$ cat src/rtl/fastram_sdram_seq.sv
// fastram_sdram_seq: sequences CPU fast-RAM byte accesses onto one SDRAM port.
// Define FASTRAM_WRITE_POST_EN for the one-entry posted-write buffer.
module fastram_sdram_seq #(
  parameter int ACK_WINDOW = 4,
  parameter int TIMEOUT    = 255
) (
  input  logic        clk_sys,
  input  logic        reset,
  input  logic        phase_strobe,
  input  logic        cpu_ce,
  input  logic        cpu_rnw,
  input  logic [22:0] cpu_addr,
  input  logic [7:0]  cpu_din,
  output logic [7:0]  cpu_dout,
  output logic        cpu_wait,
  output logic [24:0] sd_addr,
  output logic [7:0]  sd_din,
  output logic        sd_rd,
  output logic        sd_wr,
  input  logic [7:0]  sd_dout,
  input  logic        sd_busy,
  output logic        timeout_err
);
  typedef enum logic [2:0] {
    IDLE, ISSUE, WAIT_BUSY, WAIT_DONE, COMPLETE
  } state_t;

  state_t      state_q, state_d;
  logic [7:0]  cnt_q, cnt_d;
  logic [22:0] req_addr_q, req_addr_d;
  logic [7:0]  req_data_q, req_data_d;
  logic        req_rnw_q, req_rnw_d;
  logic [7:0]  data_q, data_d;
  logic [7:0]  dout_q, dout_d;
  logic        wait_q, wait_d;
  logic [24:0] sd_addr_q, sd_addr_d;
  logic [7:0]  sd_din_q, sd_din_d;
  logic        sd_rd_q, sd_rd_d;
  logic        sd_wr_q, sd_wr_d;
  logic        terr_q, terr_d;
  logic        accept;
  logic [22:0] iss_addr;
  logic [7:0]  iss_data;
  logic        iss_rnw;
`ifdef FASTRAM_WRITE_POST_EN
  logic        wb_valid_q, wb_valid_d;
  logic [22:0] wb_addr_q, wb_addr_d;
  logic [7:0]  wb_data_q, wb_data_d;
  logic        cur_wb_q, cur_wb_d;
  logic        pend_q, pend_d;
  logic        hit;
`endif

  assign accept = phase_strobe & cpu_ce & ~wait_q;

  // Next-state and next-output logic for the access sequencer.
  always_comb begin
    state_d    = state_q;
    cnt_d      = cnt_q;
    req_addr_d = req_addr_q;
    req_data_d = req_data_q;
    req_rnw_d  = req_rnw_q;
    data_d     = data_q;
    dout_d     = dout_q;
    wait_d     = wait_q;
    sd_addr_d  = sd_addr_q;
    sd_din_d   = sd_din_q;
    sd_rd_d    = 1'b0;
    sd_wr_d    = 1'b0;
    terr_d     = terr_q;
    iss_addr   = req_addr_q;
    iss_data   = req_data_q;
    iss_rnw    = req_rnw_q;
`ifdef FASTRAM_WRITE_POST_EN
    wb_valid_d = wb_valid_q;
    wb_addr_d  = wb_addr_q;
    wb_data_d  = wb_data_q;
    cur_wb_d   = cur_wb_q;
    pend_d     = pend_q;
    hit        = wb_valid_q && (cpu_addr == wb_addr_q);
    if (cur_wb_q) begin
      iss_addr = wb_addr_q;
      iss_data = wb_data_q;
      iss_rnw  = 1'b0;
    end
    // A drain runs with cpu_wait low, so the CPU may strike mid-drain.
    if (accept && state_q != IDLE) begin
      if (cpu_rnw && hit) begin
        dout_d = wb_data_q;
      end else if (state_q != COMPLETE) begin
        req_addr_d = cpu_addr;
        req_data_d = cpu_din;
        req_rnw_d  = cpu_rnw;
        wait_d     = 1'b1;
        pend_d     = 1'b1;
      end
    end
`endif
    unique case (state_q)
      IDLE: begin
`ifdef FASTRAM_WRITE_POST_EN
        if (accept) begin
          if (cpu_rnw && hit) begin
            dout_d = wb_data_q;
          end else if (!cpu_rnw && !wb_valid_q) begin
            wb_valid_d = 1'b1;
            wb_addr_d  = cpu_addr;
            wb_data_d  = cpu_din;
          end else begin
            req_addr_d = cpu_addr;
            req_data_d = cpu_din;
            req_rnw_d  = cpu_rnw;
            wait_d     = 1'b1;
            state_d    = ISSUE;
            cur_wb_d   = wb_valid_q;
            pend_d     = wb_valid_q;
          end
        end else if (wb_valid_q) begin
          state_d  = ISSUE;
          cur_wb_d = 1'b1;
        end
`else
        if (accept) begin
          req_addr_d = cpu_addr;
          req_data_d = cpu_din;
          req_rnw_d  = cpu_rnw;
          wait_d     = 1'b1;
          state_d    = ISSUE;
        end
`endif
      end
      ISSUE: begin
        if (!sd_busy) begin
          sd_rd_d   = iss_rnw;
          sd_wr_d   = ~iss_rnw;
          sd_addr_d = {2'b00, iss_addr};
          if (!iss_rnw) sd_din_d = iss_data;
          cnt_d     = 8'd0;
          state_d   = WAIT_BUSY;
        end
      end
      WAIT_BUSY: begin
        if (sd_busy) begin
          cnt_d   = 8'd0;
          state_d = WAIT_DONE;
        end else if (cnt_q == 8'(ACK_WINDOW)) begin
          state_d = COMPLETE;
        end else begin
          cnt_d = cnt_q + 8'd1;
        end
      end
      WAIT_DONE: begin
        if (!sd_busy) begin
          if (iss_rnw) data_d = sd_dout;
          state_d = COMPLETE;
        end else if (cnt_q == 8'(TIMEOUT)) begin
          terr_d  = 1'b1;
          if (iss_rnw) data_d = 8'hFF;
          state_d = COMPLETE;
        end else begin
          cnt_d = cnt_q + 8'd1;
        end
      end
      COMPLETE: begin
        state_d = IDLE;
        wait_d  = 1'b0;
`ifdef FASTRAM_WRITE_POST_EN
        if (cur_wb_q) begin
          wb_valid_d = 1'b0;
          cur_wb_d   = 1'b0;
          if (pend_q) begin
            pend_d = 1'b0;
            if (req_rnw_q) begin
              wait_d  = 1'b1;
              state_d = ISSUE;
            end else begin
              wb_valid_d = 1'b1;
              wb_addr_d  = req_addr_q;
              wb_data_d  = req_data_q;
            end
          end else if (accept && !(cpu_rnw && hit)) begin
            if (cpu_rnw) begin
              req_addr_d = cpu_addr;
              req_rnw_d  = 1'b1;
              wait_d     = 1'b1;
              state_d    = ISSUE;
            end else begin
              wb_valid_d = 1'b1;
              wb_addr_d  = cpu_addr;
              wb_data_d  = cpu_din;
            end
          end
        end else begin
          dout_d = data_q;
        end
`else
        if (req_rnw_q) dout_d = data_q;
`endif
      end
      default: state_d = IDLE;
    endcase
  end

  // State and registered outputs; reset abandons any access in flight.
  always_ff @(posedge clk_sys) begin
    if (reset) begin
      state_q    <= IDLE;
      cnt_q      <= 8'd0;
      req_addr_q <= '0;
      req_data_q <= '0;
      req_rnw_q  <= 1'b0;
      data_q     <= '0;
      dout_q     <= '0;
      wait_q     <= 1'b0;
      sd_addr_q  <= '0;
      sd_din_q   <= '0;
      sd_rd_q    <= 1'b0;
      sd_wr_q    <= 1'b0;
      terr_q     <= 1'b0;
`ifdef FASTRAM_WRITE_POST_EN
      wb_valid_q <= 1'b0;
      wb_addr_q  <= '0;
      wb_data_q  <= '0;
      cur_wb_q   <= 1'b0;
      pend_q     <= 1'b0;
`endif
    end else begin
      state_q    <= state_d;
      cnt_q      <= cnt_d;
      req_addr_q <= req_addr_d;
      req_data_q <= req_data_d;
      req_rnw_q  <= req_rnw_d;
      data_q     <= data_d;
      dout_q     <= dout_d;
      wait_q     <= wait_d;
      sd_addr_q  <= sd_addr_d;
      sd_din_q   <= sd_din_d;
      sd_rd_q    <= sd_rd_d;
      sd_wr_q    <= sd_wr_d;
      terr_q     <= terr_d;
`ifdef FASTRAM_WRITE_POST_EN
      wb_valid_q <= wb_valid_d;
      wb_addr_q  <= wb_addr_d;
      wb_data_q  <= wb_data_d;
      cur_wb_q   <= cur_wb_d;
      pend_q     <= pend_d;
`endif
    end
  end

  assign cpu_dout    = dout_q;
  assign cpu_wait    = wait_q;
  assign sd_addr     = sd_addr_q;
  assign sd_din      = sd_din_q;
  assign sd_rd       = sd_rd_q;
  assign sd_wr       = sd_wr_q;
  assign timeout_err = terr_q;
endmodule
$ cat config.mk
export PLATFORM = sky130hd
export DESIGN_NAME = fastram_sdram_seq
export DESIGN_NICKNAME = d
export VERILOG_FILES = /design/src/rtl/fastram_sdram_seq.sv
export SDC_FILE = /design/constraint.sdc
export NUM_CORES = 1
export LEC_CHECK = 0
export ABC_CLOCK_PERIOD_IN_PS = 2000
export CORE_ASPECT_RATIO = 1.1
export CORE_MARGIN = 2
export CORE_UTILIZATION = 25
export CTS_BUF_LIST = sky130_fd_sc_hd__clkbuf_8
export DETAILED_ROUTE_END_ITERATION = 12
export SYNTH_ARGS = -nofsm -noshare
export SYNTH_HDL_FRONTEND = slang
export SYNTH_SLANG_ARGS = --single-unit
$ cat constraint.sdc
create_clock -name clk_sys -period 2 [get_ports clk_sys]
set_clock_uncertainty 0.1 [all_clocks]
set_input_delay 0.3 -clock clk_sys [delete_from_list [all_inputs] [get_ports clk_sys]]
set_output_delay 0.3 -clock clk_sys [all_outputs]
set_load 0.05 [all_outputs]
# [Yosys cells after proc, flatten, opt, wreduce, memory -nomap -nowiden]
# Cells that the tools add are included.
[totals] inputBits=45 register_bits=94 out_inout_bits=45 wordCells=68
[op_classes] mux=19 eq_ne=15 reduce_logical=14 n_addsub=1 n_bitwise=6
[op_table] op="8-bit two-way mux" count=9
[op_table] op="8-bit one-hot mux with 3 select lines" count=1
[op_table] op="3-bit two-way mux" count=6
[op_table] op="3-bit one-hot mux with 4 select lines" count=1
[op_table] op="2-bit inequality test (second input constant)" count=5
[op_table] op="3-bit inequality test (second input constant)" count=3
[op_table] op="8-bit by 1-bit adder with 8-bit output (second input constant)" count=1
[op_table] op="8-bit by 3-bit equality test with 1-bit output (second input constant)" count=1
[op_table] op="8-bit equality test (second input constant)" count=1
[op_table] op="2-bit AND reduction" count=4
[op_table] op="4-bit AND reduction" count=2
[op_table] op="3-bit by 2-bit equality test with 1-bit output (second input constant)" count=2
[op_table] op="3-bit AND reduction" count=2
[op_table] op="5-bit AND reduction" count=1
[op_table] op="1-bit NOT" count=4
[op_table] op="2-bit nonzero test" count=2
[op_table] op="3-bit by 1-bit equality test with 1-bit output (second input constant)" count=1
[op_table] op="3-bit equality test (second input constant)" count=1
[op_table] op="3-bit logical NOT" count=1
[op_table] op="3-bit nonzero test" count=1
[op_table] op="3-bit OR reduction" count=1
[op_table] op="1-bit bitwise AND" count=2
[op_table] op="2-bit by 1-bit inequality test with 1-bit output (second input constant)" count=1
[op_table] op="1-bit one-hot mux with 2 select lines" count=1
[op_table] op="1-bit two-way mux" count=1

# [Logic depth before layout (Yosys ltp)]
[depth] word_depth=4 ltp_mapped=7 mapped_depth_nobuf=7

# [Worst setup path before layout]
# OpenSTA, ideal clock, no wires.
[synth_timing] path_kind="register to register" startpoint="register cnt_q[0]" endpoint="register state_q[0]" required_ns=1.830 stages_incl_launch_ff=8 arrival_time_ns=1.900 slack_ns=-0.069 setup_time_ns=0.070 synth_period_minus_slack_ns=2.069 path_buffers=0 cell_sequence="dfxtp_1 > inv_1 > ha_1 > or4b_4 > nor3_2 > o41ai_2 > or4b_1 > a21oi_1"
[synth_via] elab_chain_len=3 word_cells_on_any_way=5 cone_classes="eq/ne (4); reduce/logical (1)"
[synth_lines] element="start, declared" line_no="29" text="logic [7:0] cnt_q, cnt_d;"
[synth_lines] element="start signal, assigned" line_no="229" text="cnt_q <= cnt_d;"
[synth_lines] element="8-bit equality test / 8-bit by 3-bit equality test with 1-bit output (equally long branches)" line_no="156, 146"
[synth_lines] element="3-bit inequality test (no source line)"
[synth_lines] element="4-bit AND reduction (no source line) *"
[synth_lines] element="end signal, assigned" line_no="228" text="state_q <= state_d;"
[synth_lines] element="end, declared" line_no="28" text="state_t state_q, state_d;"
# Mark *: on every way between the ends. The rest lies on a longest branch, timed or not.
# A chain may end at the register's enable or synchronous reset.

# [Worst setup path after layout]
# Same ends and word-level chain as after synthesis.

==> impl_metrics.ini <==
[status]
status = complete, but fails checks
violations = negative setup slack

[setup_path]
worstPathRequired_ns = 2.20
max_stage_delay_ns = 0.51
cpMaxStageDelayCell = or4b_1
crit_chain = inv_2, ha_1, or4b_4, nor3_4, o41ai_4, or4b_1, a21oi_1
crit_path_start_kind = flip-flop
r2r_start = cnt_q[0]$_SDFFE_PP0P_
worstSetupEndpointType = flip-flop
crit_fanout = 2
cp-startpoint = cnt_q[0]$_SDFFE_PP0P_
crit_buf_inv = 1
cp_top_family = simple AND/OR/NAND/NOR gates
criticalPathCategory = reg -> reg
crit_arrival_ns = 2.26

[floorplan]
ios = 90
start_util_pct = 25.3
dieArea_sq_um = 15400
die_w_um = 119
dieHeight_um = 130
core_area_sq_um = 14300
num_rows = 46

[cells_and_area]
design_area_sq_um = 5150
num-fill-cells = 1490
layout-drive-gt1-share_pct = 12.6
nNetsFinal = 583
ff_latch_area_sq_um = 1880
layout_commonest_cell = nand2_1
final_cell_mix = 123 x nand2_1, 93 x dfxtp_1, 76 x clkdlybuf4s50_1, 72 x a21oi_1, 29 x buf_4
antenna_cells = 0
syn_to_final_growth_pct = 42.7
multi_input_area_sq_um = 1620

[routing]
first_iter_violations = 143
ant_nets = 0
route.detailed.drc = 0
viasPerCell = 4.47
vias = 3277
first_pass_iters = 4
totalWireLength_mm = 9.44
wl_per_cell_um = 12.9

[power_and_ir_drop]
vdd_ir_drop_max_mv = 0.300
power_density_nw_per_um2 = 739
p_leak_nw = 1.88

[timing]
hold_viol = 0
slew_headroom_pct = 64.2
worst_pin_slew_ns = 0.536
drv_slew = 0
setup_viol = 4
rsz0062_at_grt = true
clock.fmax_mhz = 486
fin_ws_ns = -0.0565
finalCritPeriodShare_pct = 103
min_period_ns = 2.06

[clocking]
cts_tree = yes
cts_root_buf = clkbuf_8
cts_hold_buf = 0
htreeDepth = 3
cts_buffer_depth = 2
clock_latency_ns = 0.37
clk_pin_slew_ns = 0.08
post_cts_buffers = 0
cts_sinks = 94
cts_buffers = 9

[global_routing]
grt.total_usage_pct = 12.6
grt_use_met2_pct = 20.9
busiest_layer = met2
overflow = 0
grt_pass1_wl_mm = 15.4
grt_use_met3_pct = 3.72
gr-usage-met1_pct = 15.3
grt_antenna_before_repair = 0
grt_max_degree = 95
grt_pass1_vias = 3181

[job]
maxCapViolCount = 0

[logic_synthesis]
seq_area_frac_synth_pct = 52.2
synth_area_sq_um = 3610
synth-main-ff-cell = dfxtp_1
synth_edf_count = 0
yosys_warnings = 0
synth-seq-cells = 94
syn_avg_cell_area_sq_um = 8.23
yosysUniqueCellTypes = 49
synth_cells = 438
async_flop_share_pct = 0

[placement]
hpwlAfterDp_mm = 6.43
placed_cell_area_sq_um = 4870
pre_cts_ws_ns = -0.132
gp_routability_congestion = 0.860
portBuffers = 87

[worst_hold_path]
worstHoldStart = reset
hold_path.class = in -> reg
-- path summary, 6_finish.rpt --
check / to / slack (ns) / depth (start not counted)
setup reg to reg: state_q[0]$_SDFFE_PP0P_ / -0.06 / 7
hold reg to reg: sd_addr[8]$_SDFFE_PP0P_ / 0.36 / 2
hold / removal: timeout_err$_SDFFE_PP0P_ / 0.34 / 3
setup / recovery: state_q[0]$_SDFFE_PP0P_ / -0.06 / 7
-- through the flow --
step	TNS (ns)	power [mW]	instances	util [%]	hold slack [ns]
6_report	-0.106	3.80	733	36.1	0.338
5_1_grt	-1.20	4.00	733	36.1	0.349
4_1_cts	-0.188	3.87	733	35.6	0.319
3_5_place_dp	-0.843	2.50	717	34.1	0.345
3_3_place_gp	-0.0835	2.50	717	34.1	0.338
2_1_floorplan	-0.0222	2.26	439	-	0.332
-- cell usage after synthesis (3+ instances only) --
library cell | instances | area share (%)
a21oi_1 | 72 | 10
a311oi_1 | 4 | 0.97
clkbuf_1 | 26 | 2.7
dfxtp_1 | 94 | 52
inv_1 | 3 | 0.31
mux2i_1 | 8 | 2.2
nand2_1 | 123 | 13
nand3_1 | 3 | 0.42
nor2_1 | 25 | 2.6
nor3_1 | 21 | 2.9
o21ai_1 | 10 | 1.4
-- report_power, final --
part	internal, mW	total (mW)	leakage (nW)	switching, mW
logic	0.220	0.499	1.01	0.279
clock network	0.682	1.34	0.109	0.661
registers	1.93	1.96	0.761	0.0367
total	2.83	3.80	1.88	0.976
-- kinds of logic (layout without fill, tap and decap cells) --
kind of cell    count (synthesis)  count (layout)  share of synthesized area [%]
mux                             8               8                           2.22
buf+inv                        37             139                           5.00
flops                          94              94                           52.2
fa+ha+maj                       2               2                          0.694
other cells                     1               2                          0.104
compound gates                 99              99                           15.5
simple gates                  197             197                           24.3
-- final cells by class --
cell class	count	share of cell area, %
clock inverters	4	0.997
repair buffers	120	22.9
clock buffers	12	3.21
multi-input cells	308	31.4
flip-flops and latches	94	36.6
inverters	3	0.219
well taps	192	4.67
-- routing by layer --
metal | part of all wire, % | wire length [um]
met5 | 0 | 0
met4 | 1.9 | 178
met3 | 5.4 | 513
met2 | 47 | 4460
met1 | 45 | 4290
-- tightest hold or removal path: cells and delay by family --
kind	cells	cell delay, ns
simple gates	1	0.13
buf+inv	2	0.34
-- repair_timing --
item                       4_1_cts  5_1_grt
hold endpoints to repair         0        0
pin swaps                        0        4
resized for setup                2       16
setup endpoints to repair        9       30
-- sequential cells by signal, summed over array words and instances, names as in the netlist, 3 cells and up --
register and cells:
iss_addr 23, sd_addr 23, cnt_q 8, cpu_dout 8, data_q 8, iss_data 8
sd_din 8, state_q 3
(Power assumes the default switching activity.)
